$ cat src/rtl/cache_sequencer_pkg.sv
// Shared command payload types for the cache trace sequencer.
// Provides the address layout (tag / index / offset), the command struct
// presented on cmd / lookup_cmd, and the command opcode values.
package cache_sequencer_pkg;

  localparam int unsigned TAG_W    = 12;
  localparam int unsigned INDEX_W  = 14;
  localparam int unsigned OFFSET_W = 6;
  localparam int unsigned N_W      = 4;

  typedef struct packed {
    logic [TAG_W-1:0]    tag;
    logic [INDEX_W-1:0]  index;
    logic [OFFSET_W-1:0] offset;
  } address_t;

  typedef struct packed {
    logic [N_W-1:0] n;
    address_t       address;
  } command_t;

  // Trace opcodes; every other value is a malformed command.
  localparam logic [N_W-1:0] CMD_READ   = N_W'(0);
  localparam logic [N_W-1:0] CMD_WRITE  = N_W'(1);
  localparam logic [N_W-1:0] CMD_IFETCH = N_W'(2);
  localparam logic [N_W-1:0] CMD_INVAL  = N_W'(3);
  localparam logic [N_W-1:0] CMD_SNOOP  = N_W'(4);
  localparam logic [N_W-1:0] CMD_CLEAR  = N_W'(8);
  localparam logic [N_W-1:0] CMD_DUMP   = N_W'(9);

endpackage

$ cat src/rtl/cache_sequencer.sv
// Cache trace sequencer: accepts one trace command at a time and steps the
// cache arrays through read / lookup / write-back, a full-array clear, or a
// full-array dump, while keeping saturating access statistics.
//
// Ports:
//   clk, rst                 clock, asynchronous active-high reset
//   cmd_valid, cmd           offered trace command
//   cmd_ready                command can be accepted (IDLE only)
//   set_index                set address to the cache arrays
//   arr_rd_en                array read strobe (data valid next cycle)
//   arr_wr_en, arr_clear     array write strobe; with arr_clear writes an empty line
//   lookup_valid, lookup_cmd lookup datapath inputs and their qualifier
//   hit_d, hit_i             datapath hit flags, sampled only during lookup
//   dump_valid               array read data for the previous set is to be printed
//   busy                     sequencer is not idle
//   rd/wr/if/hit/miss/bad_cnt saturating statistics counters
module cache_sequencer
  import cache_sequencer_pkg::*;
#(
  parameter int unsigned SET_BITS = 14,
  parameter int unsigned CNT_W    = 32
) (
  input  logic                clk,
  input  logic                rst,
  input  logic                cmd_valid,
  input  command_t            cmd,
  output logic                cmd_ready,
  output logic [SET_BITS-1:0] set_index,
  output logic                arr_rd_en,
  output logic                arr_wr_en,
  output logic                arr_clear,
  output logic                lookup_valid,
  output command_t            lookup_cmd,
  input  logic                hit_d,
  input  logic                hit_i,
  output logic                dump_valid,
  output logic                busy,
  output logic [CNT_W-1:0]    rd_cnt,
  output logic [CNT_W-1:0]    wr_cnt,
  output logic [CNT_W-1:0]    if_cnt,
  output logic [CNT_W-1:0]    hit_cnt,
  output logic [CNT_W-1:0]    miss_cnt,
  output logic [CNT_W-1:0]    bad_cnt
);

  localparam logic [SET_BITS-1:0] SET_LAST = '1;
  localparam logic [CNT_W-1:0]    CNT_MAX  = '1;

  typedef enum logic [2:0] {
    IDLE,
    READ,
    LOOKUP,
    WRITE,
    CLEAR,
    DUMP,
    DUMP_TAIL
  } state_t;

  state_t              state, state_d;
  logic [SET_BITS-1:0] set_index_d;
  command_t            lookup_cmd_d;
  logic                cmd_ready_d, busy_d;
  logic                arr_rd_en_d, arr_wr_en_d, arr_clear_d;
  logic                lookup_valid_d, dump_valid_d;
  logic [CNT_W-1:0]    rd_cnt_d, wr_cnt_d, if_cnt_d;
  logic [CNT_W-1:0]    hit_cnt_d, miss_cnt_d, bad_cnt_d;

  function automatic logic [CNT_W-1:0] sat_inc(input logic [CNT_W-1:0] v);
    return (v == CNT_MAX) ? v : v + CNT_W'(1);
  endfunction

  // Next-state, datapath and statistics update.
  always_comb begin
    state_d      = state;
    set_index_d  = set_index;
    lookup_cmd_d = lookup_cmd;
    rd_cnt_d     = rd_cnt;
    wr_cnt_d     = wr_cnt;
    if_cnt_d     = if_cnt;
    hit_cnt_d    = hit_cnt;
    miss_cnt_d   = miss_cnt;
    bad_cnt_d    = bad_cnt;

    case (state)
      IDLE: begin
        if (cmd_valid && cmd_ready) begin
          lookup_cmd_d = cmd;
          set_index_d  = SET_BITS'(cmd.address.index);
          case (cmd.n)
            CMD_READ, CMD_WRITE, CMD_IFETCH, CMD_INVAL, CMD_SNOOP: begin
              state_d = READ;
            end
            CMD_CLEAR: begin
              state_d     = CLEAR;
              set_index_d = '0;
            end
            CMD_DUMP: begin
              state_d     = DUMP;
              set_index_d = '0;
            end
            default: begin
              bad_cnt_d = sat_inc(bad_cnt);
            end
          endcase
        end
      end

      READ: begin
        state_d = LOOKUP;
      end

      // Hit flags are only looked at here, so X elsewhere cannot reach a counter.
      LOOKUP: begin
        state_d = WRITE;
        case (lookup_cmd.n)
          CMD_READ: begin
            rd_cnt_d = sat_inc(rd_cnt);
            if (hit_d) hit_cnt_d  = sat_inc(hit_cnt);
            else       miss_cnt_d = sat_inc(miss_cnt);
          end
          CMD_WRITE: begin
            wr_cnt_d = sat_inc(wr_cnt);
            if (hit_d) hit_cnt_d  = sat_inc(hit_cnt);
            else       miss_cnt_d = sat_inc(miss_cnt);
          end
          CMD_IFETCH: begin
            if_cnt_d = sat_inc(if_cnt);
            if (hit_i) hit_cnt_d  = sat_inc(hit_cnt);
            else       miss_cnt_d = sat_inc(miss_cnt);
          end
          default: begin
          end
        endcase
      end

      WRITE: begin
        state_d = IDLE;
      end

      // Last cleared set also wipes the statistics.
      CLEAR: begin
        if (set_index == SET_LAST) begin
          state_d    = IDLE;
          rd_cnt_d   = '0;
          wr_cnt_d   = '0;
          if_cnt_d   = '0;
          hit_cnt_d  = '0;
          miss_cnt_d = '0;
          bad_cnt_d  = '0;
        end else begin
          set_index_d = set_index + SET_BITS'(1);
        end
      end

      DUMP: begin
        if (set_index == SET_LAST) state_d = DUMP_TAIL;
        else                       set_index_d = set_index + SET_BITS'(1);
      end

      DUMP_TAIL: begin
        state_d = IDLE;
      end

      default: begin
        state_d = IDLE;
      end
    endcase

    // Strobes are registered, so decode them from the upcoming state.
    cmd_ready_d    = (state_d == IDLE);
    busy_d         = (state_d != IDLE);
    arr_rd_en_d    = (state_d == READ) || (state_d == DUMP);
    arr_wr_en_d    = (state_d == WRITE) || (state_d == CLEAR);
    arr_clear_d    = (state_d == CLEAR);
    lookup_valid_d = (state_d == LOOKUP);
    // Read data appears one cycle after each dump read.
    dump_valid_d   = (state == DUMP);
  end

  // State and registered outputs.
  always_ff @(posedge clk or posedge rst) begin
    if (rst) begin
      state        <= IDLE;
      set_index    <= '0;
      lookup_cmd   <= '0;
      cmd_ready    <= 1'b0;
      busy         <= 1'b0;
      arr_rd_en    <= 1'b0;
      arr_wr_en    <= 1'b0;
      arr_clear    <= 1'b0;
      lookup_valid <= 1'b0;
      dump_valid   <= 1'b0;
      rd_cnt       <= '0;
      wr_cnt       <= '0;
      if_cnt       <= '0;
      hit_cnt      <= '0;
      miss_cnt     <= '0;
      bad_cnt      <= '0;
    end else begin
      state        <= state_d;
      set_index    <= set_index_d;
      lookup_cmd   <= lookup_cmd_d;
      cmd_ready    <= cmd_ready_d;
      busy         <= busy_d;
      arr_rd_en    <= arr_rd_en_d;
      arr_wr_en    <= arr_wr_en_d;
      arr_clear    <= arr_clear_d;
      lookup_valid <= lookup_valid_d;
      dump_valid   <= dump_valid_d;
      rd_cnt       <= rd_cnt_d;
      wr_cnt       <= wr_cnt_d;
      if_cnt       <= if_cnt_d;
      hit_cnt      <= hit_cnt_d;
      miss_cnt     <= miss_cnt_d;
      bad_cnt      <= bad_cnt_d;
    end
  end

endmodule

$ cat config.mk
export PLATFORM = sky130hd
export DESIGN_NAME = cache_sequencer
export DESIGN_NICKNAME = d
export VERILOG_FILES = /design/src/rtl/cache_sequencer_pkg.sv /design/src/rtl/cache_sequencer.sv
export SDC_FILE = /design/constraint.sdc
export NUM_CORES = 1
export LEC_CHECK = 0
export CORE_ASPECT_RATIO = 0.75
export CORE_MARGIN = 1.5
export CORE_UTILIZATION = 58
export CTS_BUF_LIST = sky130_fd_sc_hd__clkbuf_4
export DETAILED_ROUTE_END_ITERATION = 8
export PLACE_DENSITY = 0.89
export SYNTH_ARGS = -nofsm -noshare
export SYNTH_HDL_FRONTEND = slang
export SYNTH_SLANG_ARGS = --single-unit
$ cat constraint.sdc
create_clock -name clk -period 25 [get_ports clk]
set_input_delay 3.75 -clock clk [delete_from_list [all_inputs] [get_ports clk]]
set_output_delay 3.75 -clock clk [all_outputs]
set_load 0.01 [all_outputs]
* Word level (Yosys, flattened, before mapping)
Index checks and enable logic that the tools add are counted.
** Cells by class
- Multiply operators :: 0
- Add/sub/neg operators :: 7
- Magnitude comparators :: 0
- Bitwise gates (word level) :: 0
- Reduce and logical (&&, ||, !) cells :: 24
- Div/mod/pow operators :: 0
- Equality and inequality tests :: 40
- Muxes and demuxes :: 33
- Shifts and indexed selects :: 0
** Operator list (count)
- 2-to-1 mux 32 bit :: 16
- one-hot mux 32 bit (2 select lines) :: 8
- adder 32 x 1 -> 32 bit, second input constant :: 6
- equality test 32 bit, second input constant :: 6
- 2-to-1 mux 14 bit :: 3
- one-hot mux 14 bit (2 select lines) :: 1
- inequality test 2 bit, second input constant :: 9
- inequality test 3 bit, second input constant :: 5
- one-hot mux 3 bit (5 select lines) :: 1
- AND reduction 5 bit :: 3
- adder 14 x 1 -> 14 bit, second input constant :: 1
- equality test 14 bit, second input constant :: 1
- equality test 3 bit, second input constant :: 4
- equality test 4 x 2 -> 1 bit, second input constant :: 3
- AND reduction 4 bit :: 3
- equality test 3 x 2 -> 1 bit, second input constant :: 3
- 2-to-1 mux 3 bit :: 3
- one-hot mux 3 bit (3 select lines) :: 1
- equality test 4 x 1 -> 1 bit, second input constant :: 2
- equality test 4 bit, second input constant :: 2
- zero test 4 bit :: 2
- OR reduction 7 bit :: 1
- equality test 3 x 1 -> 1 bit, second input constant :: 2
- zero test 3 bit :: 2
- 10 further kinds :: 16
** Storage, ports and cells
- Bits in registers :: 252
- Memory bits (writable) :: 0
- Output and inout bits :: 249
- Latch bits :: 0
- Word-level logic and storage cells :: 123
- Memory bits (read-only) :: 0
- Memories kept :: 0
- Input bits :: 41

* Logic depth before layout (Yosys ltp)
- Depth after elaboration :: 7
- Gate-level depth with buffers :: 11
- Mapped depth without buffers :: 6

* Least setup slack after synthesis
Ideal clock, no wire load.
- Kind :: input-to-reg
- Start point :: in cmd[32] (netlist bit)
- End point :: reg bad_cnt[3]
- Data arrival time :: 5.268 ns
- Setup slack :: 19.654 ns
- Setup time :: 0.078 ns
- Stages :: 6
- Buffers on the path :: 1
- Required time :: 24.922 ns
- Cell sequence :: o21ai_0 a2111oi_4 nor2_2 buf_2 or4_1 a21oi_1
** On the way
- Word-level cells in the longest chain between the ends :: 4
- Elaborated cells between the ends (all ways) :: 10
- Classes of those cells :: eq/ne (7); reduce/logical (3)
** Ends and longest elaborated chain
- start, declared :: line cache_sequencer.sv:26 : input command_t cmd,
- equality test 4 bit, or another cell as far along :: line cache_sequencer.sv:89 : case (cmd.n)
- OR reduction 7 bit (no source line) *
- inequality test 2 bit (no source line) *
- AND reduction 5 bit (no source line) *
- end signal, assigned :: line cache_sequencer.sv:215 : bad_cnt <= bad_cnt_d;
- end, declared :: line cache_sequencer.sv:43 : output logic [CNT_W-1:0] bad_cnt
Mark *: on every way between the ends. The rest lies on a longest branch, timed or not.
A chain may end at the register's enable or synchronous reset.

==> reports/results.env <==
STATUS='complete, no violations'
LAYOUT.CORE_UTILIZATION=0.7475
SYNTH_ENABLE_FLOP_CELLS=0
WORST-ENDPOINT-REQUIRED_NS=25.61
FINAL_NET_COUNT=1824
YOSYSWARNINGS=0
ANTENNADIODECOUNT=0
POWER_FRAC_COMB=0.021
GRT_FIRST_PASS_WIRELENGTH_MM=65.63
HPWL_MM=27.55
WORST_HOLD_PATH_TYPE='reg2reg'
WORST-R2R-SETUP-SLACK_NS=21.13
POST_DRT_WL_PER_CELL_UM=19.36
SKEW_NS=0.06474
POST_CTS_RESIZE_COUNT=0
IOS=290
GLOBALPLACE.CONGESTION=0.9243
CLKPWRFRAC=0.466
P_SW_FRAC=0.2301
WORSTMARGINPINSLEW_NS=1.254
SYNTHARSTFLOPSHARE=1.000
GRT_ANTENNA_BEFORE_REPAIR=0
POWERDENSITY_nW_PER_UM2=44.60
MIN_PERIOD_OVER_PERIOD=0.2367
GLOBALROUTETOTALUTIL=0.3218
CRIT_PATH_CELL_TRACE='clkdlybuf4s50_1, inv_8, buf_4, buf_4'
GRT_SETUP_UNREPAIRED='no'
CP_SLOWEST_STAGE_DELAY_NS=0.88
POSTSYNTHREGISTERBITS=252
END_KIND='async pin'
CLOCK-ROOT-BUFFER='sky130_fd_sc_hd__clkbuf_4'
CTS_POST_SETUP_BUFFERS_INSERTED=0
DRIVE_GT1_FRAC=0.1019
WORSTPATHMAXFANOUT=113
CLK_LATENCY_NS=0.66
SYNTHESIZED_AREA_DIVIDED_BY_SYNTHESIZED_CELL_COUNT_UM2=9.326
PERIOD_NEEDED_NS=5.918
DESIGN.CORE.AREA_UM2=23850
DIE_WIDTH_UM=182.4
GLOBALROUTEOVERFLOWTOTAL=0
FMAX_MHz=169.0
NUMBER_OF_ENDPOINTS_FAILING_SETUP_AT_THE_FINAL_STAGE=0
CRIT_SLOWEST_CELL='sky130_fd_sc_hd__buf_4'
CTS_NUM_SINKS=252
GRT_PASS1_VIAS=13061
CLK_TRANSITION_REPORTED_PATHS_NS=0.06
SYNTHESIS.AREA_UM2=14010
CP_NUM_BUF_INV=4
SWITCHING_POWER_uW=182.9
POST_SYNTH_INST_COUNT=1502
PATH_CLASS='in2async'
SYNTH_SEQUENTIAL_AREA_RATIO=0.4502
CTS_BUFFER_DEPTH=3
COMMONEST_NON_FILL_NON_TAP_CELLS_IN_THE_LAYOUT='289 x sky130_fd_sc_hd__clkdlybuf4s50_1, 252 x sky130_fd_sc_hd__dfrtp_1, 160 x sky130_fd_sc_hd__a21oi_1'
DIE_H_UM=137.6
INTERNAL_POWER_uW=612.1
TIMING.SLEW.HEADROOM=0.1642
AREA_GROWTH_SYN_TO_LAYOUT_PCT=27.27
DETAILEDROUTE.FIRSTITERATIONVIOLATIONS=1338
DRT_FIRST_PASS_ITERS=5
VIA_PER_INST=6.647
SEQUENTIALPOWERSHARE=0.513
TIMING.CRITICAL_PATH.MAX_DELAY_FAMILY='buffers and inverters'
HTREEDEPTH=3
MAX-CAP-VIOLATIONS=0
TIMING.CRITICAL_PATH.MODE_CELL='sky130_fd_sc_hd__buf_4'
WL_MM=41.06
SYNTH_FP_NETS=1550
INITIAL_UTIL=0.5873
SYNTHFLOPTYPE='sky130_fd_sc_hd__dfrtp_1'
NUM_ROWS=49
VIA_COUNT=14099
CTS_BUFFERS=66
REPORT.FINAL.HOLD_VIOL_COUNT=0
WORST_SETUP_PATH_START_KIND='primary input'
SLEW_VIOLATIONS=0
ANTENNA_LEFT=0
WORST_IR_DROP_VDD_V=0.00003432
CRITICAL_PATH_ARRIVAL_NS=6.52
DESIGN.DIE.AREA_UM2=25100
CTS_TREE='yes'
MOST_FREQUENT_STANDARD_CELL_IN_THE_LAYOUT_EXCLUDING_FILL_AND_TAP_CELLS='sky130_fd_sc_hd__clkdlybuf4s50_1'
POWER_LEAKAGE_uW=0.007181
CTS_HOLD_REPAIR.BUFFERS=0
PLACE.PORT_BUFFERS=289
NETLIST-CELL-TYPE-COUNT=64
TOTALNEGATIVESETUPSLACK_NS=0
GRT_MAX_DEGREE=114
DRC_ERRORS=0
cell type report:
type                       instances  area (µm²)
multi-input combinational       1131        7221
sequential                       252        6306
fill                            1648        6022
timing repair buffer             304        3005
clock buffer                      98       735.7
tap                              306       382.9
clock inverter                     9       90.09
inverter                          21       86.33
kinds of logic after synthesis:
logic type      share of synthesized area
compound gates                     0.1885
fa+ha+maj                        0.006253
buf+inv                           0.03609
flops                              0.4502
mux                               0.04895
simple gates                       0.2700
synth_stat cells (33+ instances only):
cell type | instances | share of area
sky130_fd_sc_hd__nand3_1 | 91 | 0.033
sky130_fd_sc_hd__clkbuf_1 | 54 | 0.014
sky130_fd_sc_hd__or3_1 | 44 | 0.020
sky130_fd_sc_hd__nand4_1 | 65 | 0.029
sky130_fd_sc_hd__dfrtp_1 | 252 | 0.45
sky130_fd_sc_hd__o31ai_1 | 93 | 0.050
sky130_fd_sc_hd__nor2_1 | 39 | 0.010
sky130_fd_sc_hd__mux2_2 | 36 | 0.029
sky130_fd_sc_hd__or4_1 | 95 | 0.051
sky130_fd_sc_hd__and3_1 | 33 | 0.015
sky130_fd_sc_hd__a21oi_1 | 160 | 0.057
sky130_fd_sc_hd__nand2_1 | 114 | 0.031
sky130_fd_sc_hd__o21ai_0 | 75 | 0.027
through the flow:
stage          instance area [µm²]  setup WS [ns]  hold WS (ns)  power [µW]  cells
5_1_grt                      17830          18.67        0.5332       825.0   2121
6_report                     17830          19.08        0.5071       795.0   2121
3_5_place_dp                 17000          18.26        0.4951       432.5   2014
3_3_place_gp                 17000          18.30        0.4897       432.0   2014
2_1_floorplan                14010          14.32        0.5322       422.3   1502
4_1_cts                      17830          18.96        0.5102       803.6   2121
layer usage:
layer	wire length [µm]	part of all wire	global-route usage
met5	0	0	0
met3	4026	0.098	0.08565
met4	911	0.022	0.1139
met1	17300	0.42	0.4474
met2	18820	0.46	0.4883
flip-flops by register name, indices dropped and copies added (netlist names):
name	flops
arr_clear	1
arr_rd_en	1
arr_wr_en	1
bad_cnt	32
busy	1
cmd_ready	1
dump_valid	1
hit_cnt	32
if_cnt	32
lookup_cmd	36
lookup_valid	1
miss_cnt	32
rd_cnt	32
set_index	14
state	3
wr_cnt	32
power groups by stage:
stage                     clock network [µW]  logic [µW]  registers, µW
after detailed placement                   0        17.1            415
after global routing                     399        18.7            407
after floorplan                            0        6.79            416
after global placement                     0        16.6            415
final                                    371        16.7            408
after CTS                                379        17.2            408
final timing paths:
path                               start            end  depth (start not counted)
max                                  rst  set_index[11]                          4
min                        lookup_cmd[0]  lookup_cmd[0]                          1
max reg2reg                 set_index[0]   miss_cnt[21]                          8
min reg2reg                lookup_cmd[0]  lookup_cmd[0]                          1
max in group clk               cmd_valid   set_index[9]                          6
min in group asynchronous            rst    bad_cnt[11]                          2
Note: power is estimated with default switching activity, not from simulation.
==> variant: new RTL, config.mk and constraints unchanged <==
Change the parameter `SET_BITS` from 14 to 7.
--- a/src/rtl/cache_sequencer.sv
+++ b/src/rtl/cache_sequencer.sv
@@ -18,5 +18,5 @@
   import cache_sequencer_pkg::*;
 #(
-  parameter int unsigned SET_BITS = 14,
+  parameter int unsigned SET_BITS = 7,
   parameter int unsigned CNT_W    = 32
 ) (
Ports: changed (resized set_index); port bits go from 290 to 283. The function was not compared with the original's and may differ.
==> variant against the unedited design <==
Routed wire length down 13%; via count down 16%; count of clock-buffer cells in the layout down 12; cell area down 8.8%; die area down 10%; synthesized cell count down 8.6%; maximum frequency up 6.7%; setup slack better by 0.37 ns; sequential cell count down 7; synthesized area down 11%; critical path type is now reg -> out.
Power is not compared: it rests on default switching activity, and its combinational part moved more than twofold at a synthesized area within 25%.
==> variant: results <==
[synth]
yosys-top-cells-area = "dfrtp_1, xnor2_1, nor2_1"
syn-num-nets = 1421
synth.most_common_cell = "dfrtp_1"
ys_warn_count = 0
ys_seq_area_share_pct = 49.0
synth.distinct_cells = 65
async_reset_ff_share_pct = 100
synth_common_cells = "dfrtp_1, nor2_1, nand2_1, nand3_1, xnor2_1"

[critical_path]
cpMaxStageDelayCell = "clkdlybuf4s50_1"
cp_max_fo = 8
critPathMaxStageDelay_ns = 0.60
crit_arrival_ns = 1.80

[global_route]
grt_pass1_vias = 11200
grt_max_degree = 106
antenna_found_initial = 1
grt_pass1_wl_mm = 57.3
grt_usage_pct = 31.3

[route]
wl_per_cell_um = 17.9
vias = 11800
first_iter_violations = 1150

[clock_tree]
path_clk_slew_ns = 0.08
numCtsBuffers = 60
post_cts_buffers = 0
insertion_delay_ns = 0.69
htreeDepth = 2

[timing]
worst_slew_pin_slew_ns = 1.11
fin_skew_ns = 0.0338

[outcome]
status = "finished clean"

[placed_design]
portBuffers = 282
dp_hpwl_mm = 24.8
gp_congestion = 0.910

[power_and_ir_drop]
vdd_drop_max_uv = 59.0
leakage_nw = 6.89

[cells_and_area]
drive_gt1_share_pct = 7.22
fillers = 1453
nNetsFinal = 1711
[variant: final timing paths]
path                                                 start                          to  slack [ns]  depth (start not counted)
min in group asynchronous                              rst  lookup_cmd[18]$_DFFE_PP0P_        3.58                          2
max in group asynchronous                              rst     miss_cnt[8]$_DFFE_PP0P_       19.95                          3
worst min register to register   lookup_cmd[0]$_DFFE_PP0P_   lookup_cmd[0]$_DFFE_PP0P_        0.48                          2
worst max-delay path            lookup_cmd[33]$_DFFE_PP0P_              lookup_cmd[33]       19.45                          1
worst max register to register          state[2]$_DFF_PP0_     hit_cnt[24]$_DFFE_PP0P_       21.33                          6
worst min-delay path             lookup_cmd[0]$_DFFE_PP0P_   lookup_cmd[0]$_DFFE_PP0P_        0.48                          2
[variant: final cells by class]
cell class | count | area share [%]
timing repair buffer | 291 | 17.8
clock inverter | 17 | 0.562
inverter | 14 | 0.370
antenna | 1 | 0.0154
clock buffer | 86 | 3.97
sequential | 245 | 37.7
tap | 288 | 2.22
multi-input combinational | 1051 | 37.4
[variant: metrics by stage]
step           std cells  setup WS (ns)  area [sq um]  total power, mW
2_1_floorplan       1373          14.52         12500            0.650
3_3_place_gp        1889          19.02         15500            0.799
3_5_place_dp        1889          18.98         15500            0.808
4_1_cts             1992          19.44         16200             1.14
5_1_grt             1993          19.38         16300             1.19
6_report            1993          19.45         16300             1.13
[variant: cells by family (layout without fill, tap and decap cells)]
group / after synthesis / in the layout / share of synthesized area [%]
buffers and inverters: 77 / 408 / 2.53
AO/OA/AOI/OAI: 110 / 110 / 5.79
other: 0 / 1 / 0
flip-flops: 245 / 245 / 49.0
multiplexers: 4 / 4 / 0.330
AND/OR/NAND/NOR: 775 / 775 / 30.8
XOR/XNOR: 155 / 155 / 10.8
adder cells (fa/ha/maj): 7 / 7 / 0.700
[variant: layer usage]
metal | vias to the layer above | GRT usage, % | part of all wire (%) | wire [um]
li1 | 5403 | - | - | -
met3 | 74 | 7.81 | 9.2 | 3270
met2 | 605 | 50.8 | 47 | 16800
met5 | - | 0 | 0 | 0
met1 | 5725 | 41.4 | 41 | 14700
met4 | 0 | 11.3 | 2.7 | 971
[variant: power breakdown]
group	internal [mW]	total (mW)	leakage [nW]	switching (mW)
Clock	0.167	0.326	0.440	0.159
Combinational	0.141	0.300	3.15	0.159
Sequential	0.449	0.507	3.30	0.0583
Total	0.757	1.13	6.89	0.376
[variant: worst min-delay path, cell delays in order, from the launching register on]
cell	delay [ns]
dfrtp_1	0.34
nand2_1	0.05
nand2_1	0.05
